===== src/rtl/axi_defs_pkg.sv =====
// Shared definitions for the uncached write buffer.
// Contents:
//   BURST_INCR, SIZE_WORD, RESP_OKAY : AXI field encodings used by the buffer
//   wbuf_entry_t                     : one buffered store (address, data, strobes, size)
//   wbuf_state_t                     : AXI issue FSM states
package axi_defs_pkg;

    localparam logic [1:0] BURST_INCR = 2'b01;
    localparam logic [2:0] SIZE_WORD  = 3'd2;
    localparam logic [1:0] RESP_OKAY  = 2'b00;

    typedef struct packed {
        logic [31:0] addr;
        logic [31:0] data;
        logic [3:0]  strb;
        logic [2:0]  size;
    } wbuf_entry_t;

    typedef enum logic [1:0] {
        ST_IDLE   = 2'd0,
        ST_SEND   = 2'd1,
        ST_WAIT_B = 2'd2
    } wbuf_state_t;

endpackage


===== src/rtl/uncached_write_buffer_if.sv =====
// AXI write-channel bundle (AW, W, B) between the write buffer and the bus.
// Modports:
//   master : the write buffer; drives AW/W payload and valids plus bready
//   slave  : the interconnect/memory; drives awready, wready and the B channel
interface uncached_write_buffer_if;

    logic [3:0]  awid;
    logic [31:0] awaddr;
    logic [7:0]  awlen;
    logic [2:0]  awsize;
    logic [1:0]  awburst;
    logic [1:0]  awlock;
    logic [3:0]  awcache;
    logic [2:0]  awprot;
    logic        awvalid;
    logic        awready;

    logic [3:0]  wid;
    logic [31:0] wdata;
    logic [3:0]  wstrb;
    logic        wlast;
    logic        wvalid;
    logic        wready;

    logic [3:0]  bid;
    logic [1:0]  bresp;
    logic        bvalid;
    logic        bready;

    modport master (
        output awid, awaddr, awlen, awsize, awburst, awlock, awcache, awprot, awvalid,
        input  awready,
        output wid, wdata, wstrb, wlast, wvalid,
        input  wready,
        input  bid, bresp, bvalid,
        output bready
    );

    modport slave (
        input  awid, awaddr, awlen, awsize, awburst, awlock, awcache, awprot, awvalid,
        output awready,
        input  wid, wdata, wstrb, wlast, wvalid,
        output wready,
        output bid, bresp, bvalid,
        input  bready
    );

endinterface


===== src/rtl/uncached_write_buffer_fifo.sv =====
// wbuf_fifo: storage for buffered stores with per-entry valid bits and a
// parallel word-address compare used for the load hazard check.
// Ports:
//   aclk, aresetn        : clock, asynchronous active-low reset
//   push, push_entry     : write push_entry at the write pointer (caller guarantees !full)
//   pop                  : retire the head entry (caller guarantees count != 0)
//   head                 : entry at the read pointer
//   count, full          : occupancy
//   chk_addr, chk_hit    : 1 when any valid entry matches chk_addr on bits [31:2]
module wbuf_fifo
    import axi_defs_pkg::*;
#(
    parameter  int DEPTH = 4,
    localparam int PW    = $clog2(DEPTH),
    localparam int CW    = $clog2(DEPTH) + 1
) (
    input  logic          aclk,
    input  logic          aresetn,
    input  logic          push,
    input  wbuf_entry_t   push_entry,
    input  logic          pop,
    output wbuf_entry_t   head,
    output logic [CW-1:0] count,
    output logic          full,
    input  logic [31:0]   chk_addr,
    output logic          chk_hit
);

    wbuf_entry_t      mem [DEPTH];
    logic [DEPTH-1:0] valid;
    logic [PW-1:0]    wr_ptr;
    logic [PW-1:0]    rd_ptr;

    // Byte offset does not matter for the word-granular hazard check.
    logic unused_chk_lo;
    assign unused_chk_lo = ^chk_addr[1:0];

    // Payload storage needs no reset; the valid bits decide what is live.
    always_ff @(posedge aclk) begin
        if (push) begin
            mem[wr_ptr] <= push_entry;
        end
    end

    // Pointers wrap naturally because DEPTH is a power of two. A push and a pop
    // in the same cycle never touch the same slot: pop needs count != 0 and
    // push needs !full, so wr_ptr != rd_ptr whenever both happen.
    always_ff @(posedge aclk or negedge aresetn) begin
        if (!aresetn) begin
            wr_ptr <= '0;
            rd_ptr <= '0;
            count  <= '0;
            valid  <= '0;
        end else begin
            if (push) begin
                valid[wr_ptr] <= 1'b1;
                wr_ptr        <= wr_ptr + 1'b1;
            end
            if (pop) begin
                valid[rd_ptr] <= 1'b0;
                rd_ptr        <= rd_ptr + 1'b1;
            end
            case ({push, pop})
                2'b10:   count <= count + 1'b1;
                2'b01:   count <= count - 1'b1;
                default: count <= count;
            endcase
        end
    end

    assign head = mem[rd_ptr];
    assign full = (count == CW'(DEPTH));

    // The in-flight head stays valid until its B response pops it, so loads to
    // that word keep stalling until the store has really completed.
    always_comb begin
        chk_hit = 1'b0;
        for (int i = 0; i < DEPTH; i++) begin
            if (valid[i] && (mem[i].addr[31:2] == chk_addr[31:2])) begin
                chk_hit = 1'b1;
            end
        end
    end

endmodule


===== src/rtl/uncached_write_buffer.sv =====
// uncached_write_buffer: in-order store buffer that retires single-word cache
// stores as single-beat AXI writes, one transaction outstanding at a time.
// Ports:
//   aclk, aresetn                  : clock, asynchronous active-low reset
//   in_valid/in_ready, in_addr,
//   in_data, in_strb, in_size      : cache-side store request (in_ready = !full)
//   chk_addr, chk_hit              : load hazard check against all pending stores
//   empty, count                   : buffer drained / number of valid entries
//   bus_err                        : pulse in the cycle a B response with bresp != OKAY is taken
//   axi                            : AW/W/B channels (master side)
module uncached_write_buffer
    import axi_defs_pkg::*;
#(
    parameter  int         DEPTH  = 4,
    parameter  logic [3:0] AXI_ID = 4'd1,
    localparam int         CW     = $clog2(DEPTH) + 1
) (
    input  logic                    aclk,
    input  logic                    aresetn,
    input  logic                    in_valid,
    output logic                    in_ready,
    input  logic [31:0]             in_addr,
    input  logic [31:0]             in_data,
    input  logic [3:0]              in_strb,
    input  logic [2:0]              in_size,
    input  logic [31:0]             chk_addr,
    output logic                    chk_hit,
    output logic                    empty,
    output logic [CW-1:0]           count,
    output logic                    bus_err,
    uncached_write_buffer_if.master axi
);

    wbuf_state_t state, state_next;
    logic        aw_done, aw_done_next;
    logic        w_done, w_done_next;
    logic        push, pop, full;
    wbuf_entry_t head;

    // The B id carries no information with a single outstanding transaction.
    logic unused_bid;
    assign unused_bid = ^axi.bid;

    assign in_ready = !full;
    assign push     = in_valid && in_ready;

    wbuf_fifo #(.DEPTH(DEPTH)) u_fifo (
        .aclk       (aclk),
        .aresetn    (aresetn),
        .push       (push),
        .push_entry ('{addr: in_addr, data: in_data, strb: in_strb, size: in_size}),
        .pop        (pop),
        .head       (head),
        .count      (count),
        .full       (full),
        .chk_addr   (chk_addr),
        .chk_hit    (chk_hit)
    );

    // The bus is one word wide, so a larger size code is clamped to a word.
    assign axi.awid    = AXI_ID;
    assign axi.awaddr  = head.addr;
    assign axi.awlen   = 8'd0;
    assign axi.awsize  = (head.size > SIZE_WORD) ? SIZE_WORD : head.size;
    assign axi.awburst = BURST_INCR;
    assign axi.awlock  = 2'b00;
    assign axi.awcache = 4'b0000;
    assign axi.awprot  = 3'b000;
    assign axi.wid     = AXI_ID;
    assign axi.wdata   = head.data;
    assign axi.wstrb   = head.strb;
    assign axi.wlast   = 1'b1;

    assign empty = (count == '0) && (state == ST_IDLE);

    // State and handshake-progress flags; a reset abandons any transaction.
    always_ff @(posedge aclk or negedge aresetn) begin
        if (!aresetn) begin
            state   <= ST_IDLE;
            aw_done <= 1'b0;
            w_done  <= 1'b0;
        end else begin
            state   <= state_next;
            aw_done <= aw_done_next;
            w_done  <= w_done_next;
        end
    end

    // AW and W are tracked independently so they can finish in either order;
    // each valid drops the cycle after its own handshake.
    always_comb begin
        state_next   = state;
        aw_done_next = aw_done;
        w_done_next  = w_done;
        axi.awvalid  = 1'b0;
        axi.wvalid   = 1'b0;
        axi.bready   = 1'b0;
        pop          = 1'b0;
        bus_err      = 1'b0;
        case (state)
            ST_IDLE: begin
                if (count != '0) begin
                    state_next = ST_SEND;
                end
            end
            ST_SEND: begin
                axi.awvalid = !aw_done;
                axi.wvalid  = !w_done;
                if (!aw_done && axi.awready) begin
                    aw_done_next = 1'b1;
                end
                if (!w_done && axi.wready) begin
                    w_done_next = 1'b1;
                end
                if (aw_done_next && w_done_next) begin
                    state_next   = ST_WAIT_B;
                    aw_done_next = 1'b0;
                    w_done_next  = 1'b0;
                end
            end
            ST_WAIT_B: begin
                axi.bready = 1'b1;
                if (axi.bvalid) begin
                    pop        = 1'b1;
                    bus_err    = (axi.bresp != RESP_OKAY);
                    state_next = ST_IDLE;
                end
            end
            default: begin
                state_next = ST_IDLE;
            end
        endcase
    end

endmodule


===== src/flat_wrapper.sv =====
// flat-port wrapper written by rule: the top's interface ports become plain ports
module uncached_write_buffer_flat import axi_defs_pkg::*;
#(
    parameter  int         DEPTH  = 4,
    parameter  logic [3:0] AXI_ID = 4'd1,
    localparam int         CW     = $clog2(DEPTH) + 1
)
  (aclk, aresetn, in_valid, in_ready, in_addr, in_data, in_strb, in_size, chk_addr, chk_hit, empty, count, bus_err, axi_awid, axi_awaddr, axi_awlen, axi_awsize, axi_awburst, axi_awlock, axi_awcache, axi_awprot, axi_awvalid, axi_awready, axi_wid, axi_wdata, axi_wstrb, axi_wlast, axi_wvalid, axi_wready, axi_bid, axi_bresp, axi_bvalid, axi_bready);
  uncached_write_buffer_if axi_i ();
  input  logic aclk;
  input  logic aresetn;
  input  logic in_valid;
  output logic in_ready;
  input  logic [31:0] in_addr;
  input  logic [31:0] in_data;
  input  logic [3:0] in_strb;
  input  logic [2:0] in_size;
  input  logic [31:0] chk_addr;
  output logic chk_hit;
  output logic empty;
  output logic [CW-1:0] count;
  output logic bus_err;
  output wire logic [$bits(axi_i.awid)-1:0] axi_awid;
  output wire logic [$bits(axi_i.awaddr)-1:0] axi_awaddr;
  output wire logic [$bits(axi_i.awlen)-1:0] axi_awlen;
  output wire logic [$bits(axi_i.awsize)-1:0] axi_awsize;
  output wire logic [$bits(axi_i.awburst)-1:0] axi_awburst;
  output wire logic [$bits(axi_i.awlock)-1:0] axi_awlock;
  output wire logic [$bits(axi_i.awcache)-1:0] axi_awcache;
  output wire logic [$bits(axi_i.awprot)-1:0] axi_awprot;
  output wire logic [$bits(axi_i.awvalid)-1:0] axi_awvalid;
  input wire logic [$bits(axi_i.awready)-1:0] axi_awready;
  output wire logic [$bits(axi_i.wid)-1:0] axi_wid;
  output wire logic [$bits(axi_i.wdata)-1:0] axi_wdata;
  output wire logic [$bits(axi_i.wstrb)-1:0] axi_wstrb;
  output wire logic [$bits(axi_i.wlast)-1:0] axi_wlast;
  output wire logic [$bits(axi_i.wvalid)-1:0] axi_wvalid;
  input wire logic [$bits(axi_i.wready)-1:0] axi_wready;
  input wire logic [$bits(axi_i.bid)-1:0] axi_bid;
  input wire logic [$bits(axi_i.bresp)-1:0] axi_bresp;
  input wire logic [$bits(axi_i.bvalid)-1:0] axi_bvalid;
  output wire logic [$bits(axi_i.bready)-1:0] axi_bready;
  assign axi_awid = axi_i.awid;
  assign axi_awaddr = axi_i.awaddr;
  assign axi_awlen = axi_i.awlen;
  assign axi_awsize = axi_i.awsize;
  assign axi_awburst = axi_i.awburst;
  assign axi_awlock = axi_i.awlock;
  assign axi_awcache = axi_i.awcache;
  assign axi_awprot = axi_i.awprot;
  assign axi_awvalid = axi_i.awvalid;
  assign axi_i.awready = axi_awready;
  assign axi_wid = axi_i.wid;
  assign axi_wdata = axi_i.wdata;
  assign axi_wstrb = axi_i.wstrb;
  assign axi_wlast = axi_i.wlast;
  assign axi_wvalid = axi_i.wvalid;
  assign axi_i.wready = axi_wready;
  assign axi_i.bid = axi_bid;
  assign axi_i.bresp = axi_bresp;
  assign axi_i.bvalid = axi_bvalid;
  assign axi_bready = axi_i.bready;
  uncached_write_buffer #(.DEPTH(DEPTH), .AXI_ID(AXI_ID)) u_core (.aclk(aclk), .aresetn(aresetn), .in_valid(in_valid), .in_ready(in_ready), .in_addr(in_addr), .in_data(in_data), .in_strb(in_strb), .in_size(in_size), .chk_addr(chk_addr), .chk_hit(chk_hit), .empty(empty), .count(count), .bus_err(bus_err), .axi(axi_i));
endmodule

===== config.mk =====
export PLATFORM = sky130hd
export DESIGN_NAME = uncached_write_buffer_flat
export DESIGN_NICKNAME = d
export VERILOG_FILES = /design/src/rtl/axi_defs_pkg.sv /design/src/rtl/uncached_write_buffer_if.sv /design/src/rtl/uncached_write_buffer_fifo.sv /design/src/rtl/uncached_write_buffer.sv /design/src/flat_wrapper.sv
export SDC_FILE = /design/constraint.sdc
export NUM_CORES = 1
export LEC_CHECK = 0
export BUFFER_PORTS_ARGS = -buffer_cell sky130_fd_sc_hd__buf_2
export CAP_MARGIN = 20
export CELL_PAD_IN_SITES_DETAIL_PLACEMENT = 1
export CELL_PAD_IN_SITES_GLOBAL_PLACEMENT = 1
export CORE_UTILIZATION = 52
export CTS_BUF_LIST = sky130_fd_sc_hd__clkbuf_16
export DETAILED_ROUTE_END_ITERATION = 6
export MAX_ROUTING_LAYER = met4
export PLACE_DENSITY = 0.92
export SYNTH_ARGS = -nofsm -noshare
export SYNTH_HDL_FRONTEND = slang
export SYNTH_HIERARCHICAL = 1
export SYNTH_SLANG_ARGS = --single-unit

===== constraint.sdc =====
create_clock -name aclk -period 7.5 [get_ports aclk]
set_input_delay 0.375 -clock aclk [delete_from_list [all_inputs] [get_ports aclk]]
set_output_delay 0.375 -clock aclk [all_outputs]
set_load 0.03 [all_outputs]

### Word level (Yosys, flattened, before mapping)

Memory sizes are Yosys's and may differ from the RTL's.
Index checks and enable logic that the tools add are counted.

* input port bits: 115
* register bits: 15
* word-level logic and storage cells: 83
* memories kept: 1
* bits in writable memories: 284
* output and inout port bits: 109

* reduce and logical (&&, ||, !) cells: 20
* bitwise logic cells: 3
* equal/unequal tests: 12
* add/subtract/negate cells: 4
* multiplexer cells: 31
* magnitude comparators: 5

Memory list
* u_core.u_fifo.mem: depth 4, width 71, rd ports 5, clocked after Yosys merged registers in 0, wr ports 1, RTL line uncached_write_buffer_fifo.sv:29 `wbuf_entry_t mem [DEPTH];`

Operators by type and width (count)
* $eq 30x30->1: 4
* $mux 1: 21
* $logic_and 1x1->1: 11
* $mux 4: 2
* $lt 2x3->1 const B: 2
* $mux 2: 3
* $pmux 2 s3: 1
* $pmux 3 s2: 1
* $add 2x1->2 const B: 2
* $and 4x4->4: 1
* $demux 1 s2: 2
* $eq 2x1->1 const B: 2
* $eq 2x2->1 const B: 2
* $ge 2x1->1 const B: 2
* $ne 2x2->1 const B: 2
* $not 4->4: 1
* $or 4x4->4: 1
* $reduce_bool 2->1: 2
* $add 3x1->3 const B: 1
* $eq 3x3->1 const B: 1
* $gt 3x2->1 const B: 1
* $logic_not 1->1: 3
* $logic_not 3->1: 1
* $mux 3: 1
* 5 further kinds: 5

### Longest topological paths before layout

Gate-level depths: netlist of the first run.

* depth in word-level cells: 8
* gate-level depth with buffers: 10
* depth with buffers taken out: 10

### Hierarchy

Netlist of the first run, hierarchy kept.

By module, submodules not included
* wbuf_fifo: times used 1, cells each 598, area an instance 12449.4 um2
* uncached_write_buffer: times used 1, cells each 58, area an instance 481.7 um2

### Worst setup path after synthesis of the first run

No wires, ideal clock.

* path type: register -> register
* from: register u_core.u_fifo.count[1]
* to: memory u_core/u_fifo/mem[0][0] in the netlist's numbering (enable)
* arrival time: 2891 ps
* required time: 7062 ps
* cell stages (with the launch flop): 5
* period minus slack after synthesis: 3329 ps
* buffers on the path: 0
* library setup time: 438 ps
* setup slack: 4171 ps
* cells stage by stage: dfrtp_1 -> inv_1 -> and3_1 -> nor2b_1 -> and2_1

* cells in the longest elaborated chain, start to end: 5

Ends and longest elaborated chain
* start: declaration: RTL line uncached_write_buffer_fifo.sv:23 `output logic [CW-1:0] count,`
* start signal: assignment: RTL line uncached_write_buffer_fifo.sv:64 `2'b10: count <= count + 1'b1;`
* start signal: assignment: RTL line uncached_write_buffer_fifo.sv:65 `2'b01: count <= count - 1'b1;`
* start signal: assignment: RTL line uncached_write_buffer_fifo.sv:66 `default: count <= count;`
* $eq 3x3->1: RTL line uncached_write_buffer_fifo.sv:72 `assign full = (count == CW'(DEPTH));`
* named net u_core.full: RTL line uncached_write_buffer.sv:37 `logic push, pop, full;`
* $logic_not 1->1: RTL line uncached_write_buffer.sv:44 `assign in_ready = !full;`
* $logic_and 1x1->1: RTL line uncached_write_buffer.sv:45 `assign push = in_valid && in_ready;`
* named net u_core.push: RTL line uncached_write_buffer.sv:37
* $mux 1: RTL line uncached_write_buffer_fifo.sv:40 `if (push) begin`
* $mux 1 (implied by the code): RTL line uncached_write_buffer_fifo.sv:41 `mem[wr_ptr] <= push_entry;`
* end: declaration: RTL line uncached_write_buffer_fifo.sv:29

The timed path passes the listed nets, and every way through them passes these cells.

### Final worst setup path of the first run

* from: register u_core.u_fifo.rd_ptr[0]
* to: output port axi_awaddr[23]

* cells in the longest elaborated chain, start to end: 1

Ends and longest elaborated chain
* start: declaration: RTL line uncached_write_buffer_fifo.sv:32 `logic [PW-1:0] rd_ptr;`
* start signal: assignment: RTL line uncached_write_buffer_fifo.sv:61 `rd_ptr <= rd_ptr + 1'b1;`
* $mem_v2 4x71
* end: declaration: RTL line flat_wrapper.sv:24 `output wire logic [$bits(axi_i.awaddr)-1:0] axi_awaddr;`

Every way passes these cells.

==> metrics.md, run 1 <==
| Metric | Value |
|---|---|
| Outcome | finished, final reports clean |
| Die area | 25,500 um2 |
| Clock sinks | 299 |
| Crit path setup slack, layout | 4.05 ns |
| Critical path fanouts, max | 43 |
| Post-Synthesis Cell Area | 12,900 um2 |
| Final max-slew violation count | 0 |
| Combined global-route utilization of all metal layers | 24.5% |
| Unrepaired setup endpoints after global routing | no |
| Worst slack after detailed placement | 4.52 ns |
| Count of nets after finishing | 973 |
| Register-to-Register Path Depth | 5 |
| Post-CTS setup-driven buffer insertion count | 0 |
| Yosys synthesis warning count | 6 |
| DRC violation count after routing | 0 |
| Buffers on Ports | 188 |
| Antenna violations before repair | 8 |
| Reg2reg start | u_core/u_fifo/count[0] |
| Remaining global-route overflow | 0 |
| Worst Max-Slew Pin Slew | 0.905 ns |
| Max Buffers Root-to-Sink | 3 |
| Syn-to-layout area delta | 15.5% |
| Master cell of the clock root buffer | sky130_fd_sc_hd__clkbuf_16 |
| Depth of the CTS H-tree | 1 |
| Register bit count reported by yosys | 299 |
| Count of max-cap constraint violations | 0 |
| Synth cell types | 37 |
| Worst voltage drop across the vdd grid | 0.285 mV |
| Design Power | 6.05 mW |
| Resized cells post-CTS | 0 |
| End of the worst hold path | u_core/u_fifo/mem[3][63] |
| Core Region | 24,300 um2 |
| RePlAce Congestion | 0.858 |
| Total routed wirelength | 29,900 um |
| Arrival time at the worst endpoint | 3.08 ns |
| Yosys top cell by area | sky130_fd_sc_hd__edfxtp_1 |
| Reg2reg setup slack | 4.71 ns |
| Post-placement cell count | 1,139 |
| Mean Syn Cell Area | 19.7 um2 |
| Setup Viol. Count Final | 0 |
| Worst hold margin | 0.0384 ns |
| Non-filler instance count after layout | 1,202 |
| Routed via count | 6,703 |
| Launch point of the critical path | u_core/u_fifo/rd_ptr[0] |
| Path type of the worst min-delay path | in -> reg |
| Largest net degree at the start of global routing | 61 |
| Clock tree from TritonCTS | built |
| Element type at the critical path end | output port |
| Share of post-route cells with drive strength above 1 | 38.5% |
| Routed vias/inst | 5.58 |
| Startpoint class of the critical path | register |
| Die H | 160 um |
| Number of DRC violations after detailed-routing iteration 0 | 399 |
| WP data required | 7.12 ns |
| CTS hold repair buffers | 1 |
| Wire length of the first global-routing pass | 44,500 um |
| Final instance area | 14,900 um2 |
| Standard-cell row count | 57 |
| Fmax | 290 MHz |
| Crit Reg-Reg Endpoint | u_core/u_fifo/mem[2][22] |
| Fin util | 61.4% |
| Later-pin clock latency in the skew report | 0.55 ns |
| Final cycle utilization of the critical path | 46.0% |
| Residual antenna-violating net count after detailed routing | 0 |
| Min-Delay Startpoint | in_addr[24] |
| Number of global-route vias before repair | 7,355 |
| Number of ports placed on the die boundary | 224 |
| Post-synthesis sequential area ratio | 68.9% |
| Max_slew headroom | 39.6% |
| Crit Path Class | reg -> out |
| Cell depth of the worst hold path | 1 |
| Setup Skew | 0.00833 ns |
| Number of CTS-inserted buffers | 30 |
| Number of endpoints with negative hold slack in the final report | 0 |
| Die Span X | 160 um |
| Largest cells by area after synthesis | sky130_fd_sc_hd__edfxtp_1 (66%), sky130_fd_sc_hd__mux4_2 (12%), sky130_fd_sc_hd__xnor2_1 (4.4%) |
| Post-place instance area | 13,900 um2 |
| Clk slew on worst S/H paths | 0.06 ns |
| Gate count of the mapped netlist | 656 |
| Wire per inst | 24.9 um |
| Starting Density | 53.2% |
| First-pass iteration count of the detailed router | 5 |
| Top-area cell type share of the netlist area | 66.0% |
| Setup TNS | 0 ns |
| Static leakage power | 5.29 nW |
| Power per cell area | 405 nW/um2 |
| HPWL Detailed | 20,200 um |
| Crit path time final | 3.45 ns |
[critical path, stage by stage, from the launching register on]
cell	delay [ns]
sky130_fd_sc_hd__dfrtp_4	0.98
sky130_fd_sc_hd__buf_4	0.68
sky130_fd_sc_hd__mux4_2	0.64
sky130_fd_sc_hd__buf_2	0.21
[cells by family (layout without fill, tap and decap cells)]
family / Yosys count / count (layout) / synth area share (%)
flip-flops: 299 / 299 / 68.9
XOR/XNOR: 125 / 125 / 9.16
multiplexers: 73 / 73 / 12.5
buffers and inverters: 72 / 259 / 4.64
AND/OR/NAND/NOR: 65 / 65 / 3.10
adder cells (fa/ha/maj): 10 / 10 / 1.03
AO/OA/AOI/OAI: 10 / 10 / 0.629
other: 2 / 37 / 0.0581
[placed cells by master (no fill, tap or decap), types with 2 or more instances in the layout]
master and count:
sky130_fd_sc_hd__a2bb2oi_1 4, sky130_fd_sc_hd__and2_4 4, sky130_fd_sc_hd__and3b_1 2, sky130_fd_sc_hd__buf_2 188, sky130_fd_sc_hd__buf_4 6, sky130_fd_sc_hd__bufinv_16 5, sky130_fd_sc_hd__clkbuf_16 31, sky130_fd_sc_hd__clkinv_1 5
sky130_fd_sc_hd__clkinv_2 6, sky130_fd_sc_hd__clkinvlp_4 3, sky130_fd_sc_hd__conb_1 29, sky130_fd_sc_hd__dfrtp_1 13, sky130_fd_sc_hd__dfrtp_4 2, sky130_fd_sc_hd__diode_2 8, sky130_fd_sc_hd__edfxtp_1 284, sky130_fd_sc_hd__ha_1 9
sky130_fd_sc_hd__inv_1 12, sky130_fd_sc_hd__mux4_2 71, sky130_fd_sc_hd__nand2_1 2, sky130_fd_sc_hd__nand4_1 25, sky130_fd_sc_hd__nor2_1 7, sky130_fd_sc_hd__nor2b_1 2, sky130_fd_sc_hd__nor4_1 16, sky130_fd_sc_hd__o21ai_0 2
sky130_fd_sc_hd__o22a_1 2, sky130_fd_sc_hd__xnor2_1 65, sky130_fd_sc_hd__xnor2_2 12, sky130_fd_sc_hd__xor2_1 48
[layer usage]
| layer | track usage (%) | wire (um) | part of all wire [%] | up-vias |
|---|---|---|---|---|
| li1 | - | - | - | 2916 |
| met1 | 29.8 | 11600 | 39 | 3442 |
| met3 | 6.52 | 2610 | 8.7 | 51 |
| met5 | - | 0 | 0 | - |
| met4 | 6.29 | 707 | 2.4 | 0 |
| met2 | 40.8 | 15000 | 50 | 294 |
[layout make-up]
cell class	instances	area [um2]
Antenna cell	8	20.0
Clock buffer	31	776
Clock inverter	23	246
Fill cell	2134	9390
Inverter	10	37.5
Multi-Input combinational cell	312	3540
Sequential cell	299	8910
Tap cell	324	405
Timing Repair Buffer	195	996
[worst max-delay path by stage]
stage	slack (ns)	depth (start not counted)	endpoint
floorplan	4.17	4	u_core/u_fifo/mem[0][0]
global placement	4.50	3	axi_awaddr[4]
detailed placement	4.52	3	axi_awaddr[4]
CTS	3.91	3	axi_awaddr[13]
global route	3.80	3	axi_awaddr[13]
finish	4.05	3	axi_awaddr[23]
[power breakdown]
| group | internal [mW] | switching [mW] |
|---|---|---|
| clock network | 0.919 | 0.620 |
| registers | 2.22 | 0.240 |
| logic | 0.759 | 1.29 |
[cells in the mapped netlist]
cell type                   count
sky130_fd_sc_hd__buf_8          1
sky130_fd_sc_hd__nor4_1        16
sky130_fd_sc_hd__conb_1         2
sky130_fd_sc_hd__buf_2         12
sky130_fd_sc_hd__or2_2          1
sky130_fd_sc_hd__and2b_2        1
sky130_fd_sc_hd__inv_1         10
sky130_fd_sc_hd__dfrtp_1       15
sky130_fd_sc_hd__xnor2_2       12
sky130_fd_sc_hd__buf_6         13
sky130_fd_sc_hd__nand2b_1       1
sky130_fd_sc_hd__buf_12         6
sky130_fd_sc_hd__and3b_2        1
sky130_fd_sc_hd__and2_1         4
sky130_fd_sc_hd__xnor2_1       65
sky130_fd_sc_hd__buf_4         29
sky130_fd_sc_hd__nand2_1        2
sky130_fd_sc_hd__nor3_1         1
sky130_fd_sc_hd__and3_1         1
sky130_fd_sc_hd__and3b_1        2
sky130_fd_sc_hd__o22a_1         2
sky130_fd_sc_hd__mux2i_1        1
sky130_fd_sc_hd__buf_1          1
sky130_fd_sc_hd__mux4_2        71
sky130_fd_sc_hd__o221a_1        1
sky130_fd_sc_hd__o21ai_0        2
sky130_fd_sc_hd__edfxtp_1     284
sky130_fd_sc_hd__xor2_1        48
sky130_fd_sc_hd__o21a_1         1
sky130_fd_sc_hd__nor2_1         7
sky130_fd_sc_hd__a2bb2oi_1      4
sky130_fd_sc_hd__nor2b_1        2
sky130_fd_sc_hd__ha_1           9
sky130_fd_sc_hd__nand4_1       25
sky130_fd_sc_hd__mux2_2         1
sky130_fd_sc_hd__fa_1           1
sky130_fd_sc_hd__nor4_2         1
[flip-flops by register name (all words and copies together), names as in the netlist]
name,count
u_core/aw_done,1
u_core/state,2
u_core/u_fifo/count,3
u_core/u_fifo/valid,4
u_core/w_done,1
u_core/u_fifo/wr_ptr,2
u_core/u_fifo/mem,284
u_core/u_fifo/rd_ptr,2
(Power assumes the default switching activity.)
==> run 2: changes to the inputs <==
--- a/config.mk
+++ b/config.mk
@@ -9,11 +9,11 @@
 export CAP_MARGIN = 20
 export CELL_PAD_IN_SITES_DETAIL_PLACEMENT = 1
 export CELL_PAD_IN_SITES_GLOBAL_PLACEMENT = 1
-export CORE_UTILIZATION = 52
+export CORE_UTILIZATION = 43
 export CTS_BUF_LIST = sky130_fd_sc_hd__clkbuf_16
 export DETAILED_ROUTE_END_ITERATION = 6
 export MAX_ROUTING_LAYER = met4
-export PLACE_DENSITY = 0.92
+export PLACE_DENSITY = 0.82
 export SYNTH_ARGS = -nofsm -noshare
 export SYNTH_HDL_FRONTEND = slang
 export SYNTH_HIERARCHICAL = 1
==> constraint.sdc (replaced) <==
create_clock -name aclk -period 3.1 [get_ports aclk]
set_input_delay 0.155 -clock aclk [delete_from_list [all_inputs] [get_ports aclk]]
set_output_delay 0.155 -clock aclk [all_outputs]
set_load 0.03 [all_outputs]
==> metrics.md, run 2 (synthesis results as in run 1) <==
| Metric | Value |
|---|---|
| Highest-count cells in the layout ignoring fill and taps | sky130_fd_sc_hd__edfxtp_1 (284), sky130_fd_sc_hd__buf_2 (188), sky130_fd_sc_hd__dlygate4sd3_1 (75) (was sky130_fd_sc_hd__edfxtp_1 (284), sky130_fd_sc_hd__buf_2 (188), sky130_fd_sc_hd__mux4_2 (71)) |
| Wire per inst | 23.3 um (was 24.9 um) |
| Unrepaired setup endpoints after global routing | no (unchanged) |
| Crit Path Class | reg -> out (unchanged) |
| Post-place instance area | 14,100 um2 (was 13,900 um2) |
| Starting Density | 43.6% (was 53.2%) |
| Max Buffers Root-to-Sink | 3 (unchanged) |
| DRC violation count after routing | 0 (unchanged) |
| Worst voltage drop across the vdd grid | 0.621 mV (was 0.285 mV) |
| Die H | 175 um (was 160 um) |
| Clock sinks | 299 (unchanged) |
| Startpoint class of the critical path | register (unchanged) |
| Final instance area | 15,800 um2 (was 14,900 um2) |
| Outcome | finished, final reports clean (unchanged) |
| Static leakage power | 5.64 nW (was 5.29 nW) |
| Number of DRC violations after detailed-routing iteration 0 | 394 (was 399) |
| Setup Viol. Count Final | 0 (unchanged) |
| Fin util | 53.4% (was 61.4%) |
| Part of the total power dissipated in combinational logic | 36.4% (was 33.9%) |
| Standard-cell row count | 63 (was 57) |
| Part of the total power dissipated in the clock network | 23.9% (was 25.5%) |
| Clk slew on worst S/H paths | 0.06 ns (about the same) |
| Total routed wirelength | 31,300 um (was 29,900 um) |
| Share of post-route cells with drive strength above 1 | 35.4% (was 38.5%) |
| Worst slack after detailed placement | 0.758 ns (was 4.52 ns) |
| Setup TNS | 0 ns (unchanged) |
| Master cell of the clock root buffer | sky130_fd_sc_hd__clkbuf_16 (unchanged) |
| Crit path time final | 2.74 ns |
| Die Span X | 175 um (was 160 um) |
| Worst Max-Slew Pin Slew | 0.515 ns (was 0.905 ns) |
| Number of CTS-inserted buffers | 31 (was 30) |
| Net Switching | 5.31 mW (was 2.15 mW) |
| Setup Skew | 0.0156 ns (was 0.00833 ns) |
| Syn-to-layout area delta | 22.3% (was 15.5%) |
| Registers with the most flip-flops | u_core/u_fifo/mem: 284 flops, u_core/u_fifo/valid: 4 flops, u_core/u_fifo/count: 3 flops (unchanged) |
| Number of global-route vias before repair | 7,548 (was 7,355) |
| First-pass iteration count of the detailed router | 4 (was 5) |
| RePlAce Congestion | 0.849 (was 0.858) |
| Number of endpoints with negative hold slack in the final report | 0 (unchanged) |
| Buffers on Ports | 188 (unchanged) |
| Top reg by flops | u_core/u_fifo/mem (unchanged) |
| Element type at the critical path end | output port (unchanged) |
| Routed via count | 6,876 (was 6,703) |
| Resized cells post-CTS | 0 (unchanged) |
| Clock tree from TritonCTS | built (unchanged) |
| Later-pin clock latency in the skew report | 0.55 ns (about the same) |
| Residual antenna-violating net count after detailed routing | 0 (unchanged) |
| Critical path fanouts, max | 57 (was 43) |
| Fmax | 365 MHz |
| Design Power | 14.6 mW (was 6.05 mW) |
| Final cycle utilization of the critical path | 88.3% |
| Power per cell area | 926 nW/um2 (was 405 nW/um2) |
| Crit path setup slack, layout | 0.364 ns (was 4.05 ns) |
| WP data required | 2.94 ns (was 7.12 ns) |
| Commonest non-fill, non-tap cell in the layout | sky130_fd_sc_hd__edfxtp_1 (unchanged) |
| Depth of the CTS H-tree | 1 (unchanged) |
| Arrival time at the worst endpoint | 2.58 ns (was 3.08 ns) |
| Remaining global-route overflow | 0 (unchanged) |
| Wire length of the first global-routing pass | 46,200 um (was 44,500 um) |
| Count of max-cap constraint violations | 0 (unchanged) |
| Sequential fraction of design power | 39.8% (was 40.6%) |
| Max FFs per register | 284 (unchanged) |
| Max_slew headroom | 65.6% (was 39.6%) |
| Largest net degree at the start of global routing | 65 (was 61) |
| Count of nets after finishing | 1,053 (was 973) |
| Path type of the worst min-delay path | in -> async (was in -> reg) |
| Switch share | 36.3% (was 35.6%) |
| Routed vias/inst | 5.11 (was 5.58) |
| Post-CTS setup-driven buffer insertion count | 0 (unchanged) |
| Combined global-route utilization of all metal layers | 21.2% (was 24.5%) |
| HPWL Detailed | 20,700 um (was 20,200 um) |
| Antenna violations before repair | 3 (was 8) |
| Internal Dissipation | 9.34 mW (was 3.89 mW) |
| Final max-slew violation count | 0 (unchanged) |
| Core Region | 29,600 um2 (was 24,300 um2) |
| Number of ports placed on the die boundary | 224 (unchanged) |
| Die area | 30,800 um2 (was 25,500 um2) |
## run 2: changes by cell type in the layout (fill, tap and decap cells not counted), sizes merged
cell         before  now
buf             194  199
clkinvlp          3    0
inv              13   15
diode             8    3
dlygate4sd3       1   75
bufinv            5    2
clkinv           12   20
## run 2: path summary, 6_finish.rpt
check / start / endpoint / slack [ns] / cells after the start
max reg2reg: u_core/u_fifo/count[0] / u_core/u_fifo/mem[2][47] / 0.77 / 5
min in group aclk: in_valid / u_core/u_fifo/wr_ptr[1] / 0.09 / 4
max in group asynchronous: aresetn / u_core/u_fifo/rd_ptr[0] / 2.74 / 2
min reg2reg: u_core/u_fifo/wr_ptr[0] / u_core/u_fifo/wr_ptr[0] / 0.53 / 1
min: aresetn / u_core/u_fifo/rd_ptr[1] / 0.05 / 2
max: u_core/u_fifo/rd_ptr[0] / axi_wdata[10] / 0.36 / 3
## run 2: through the flow
stage,hold WS (ns),instances
finish,0.0502,1346
global route,0.0734,1346
CTS,0.0475,1343
detailed placement,0.102,1210
global placement,0.100,1210
floorplan,-0.141,683
## run 2: power groups by stage
| stage | clock network (mW) | registers [mW] | logic [mW] |
|---|---|---|---|
| after floorplan | 0 | 5.73 | 3.97 |
| final | 3.50 | 5.82 | 5.33 |
| after global placement | 0 | 5.84 | 5.22 |
| after global routing | 3.70 | 5.92 | 5.65 |
| after detailed placement | 0 | 5.91 | 5.29 |
| after CTS | 3.54 | 5.83 | 5.40 |
## run 2: timing repair
action,in CTS,in global routing
endpoints found under the hold margin,302,0
endpoints found under the setup margin,0,0
hold buffers,75,0
## run 2: routing by layer
metal,vias to the layer above,global-route usage (%),part of all wire (%)
met5,-,-,0
met4,0,5.33,2.0
met3,45,5.17,7.4
met2,263,36.1,51
met1,3496,25.1,40
li1,3072,-,-
## run 2: cell type report
cell class,instances,area [um2]
Antenna cell,3,7.51
Timing Repair Buffer,274,1890
Clock inverter,27,175
Inverter,10,37.5
Sequential cell,299,8910
Multi-Input combinational cell,312,3540
Fill cell,2771,13800
Clock buffer,31,776
Tap cell,390,488
## run 2: worst max-delay path: stages, from the launching register on
cell	delay, ns
sky130_fd_sc_hd__dfrtp_4	0.70
sky130_fd_sc_hd__buf_12	0.45
sky130_fd_sc_hd__mux4_2	0.61
sky130_fd_sc_hd__buf_2	0.20
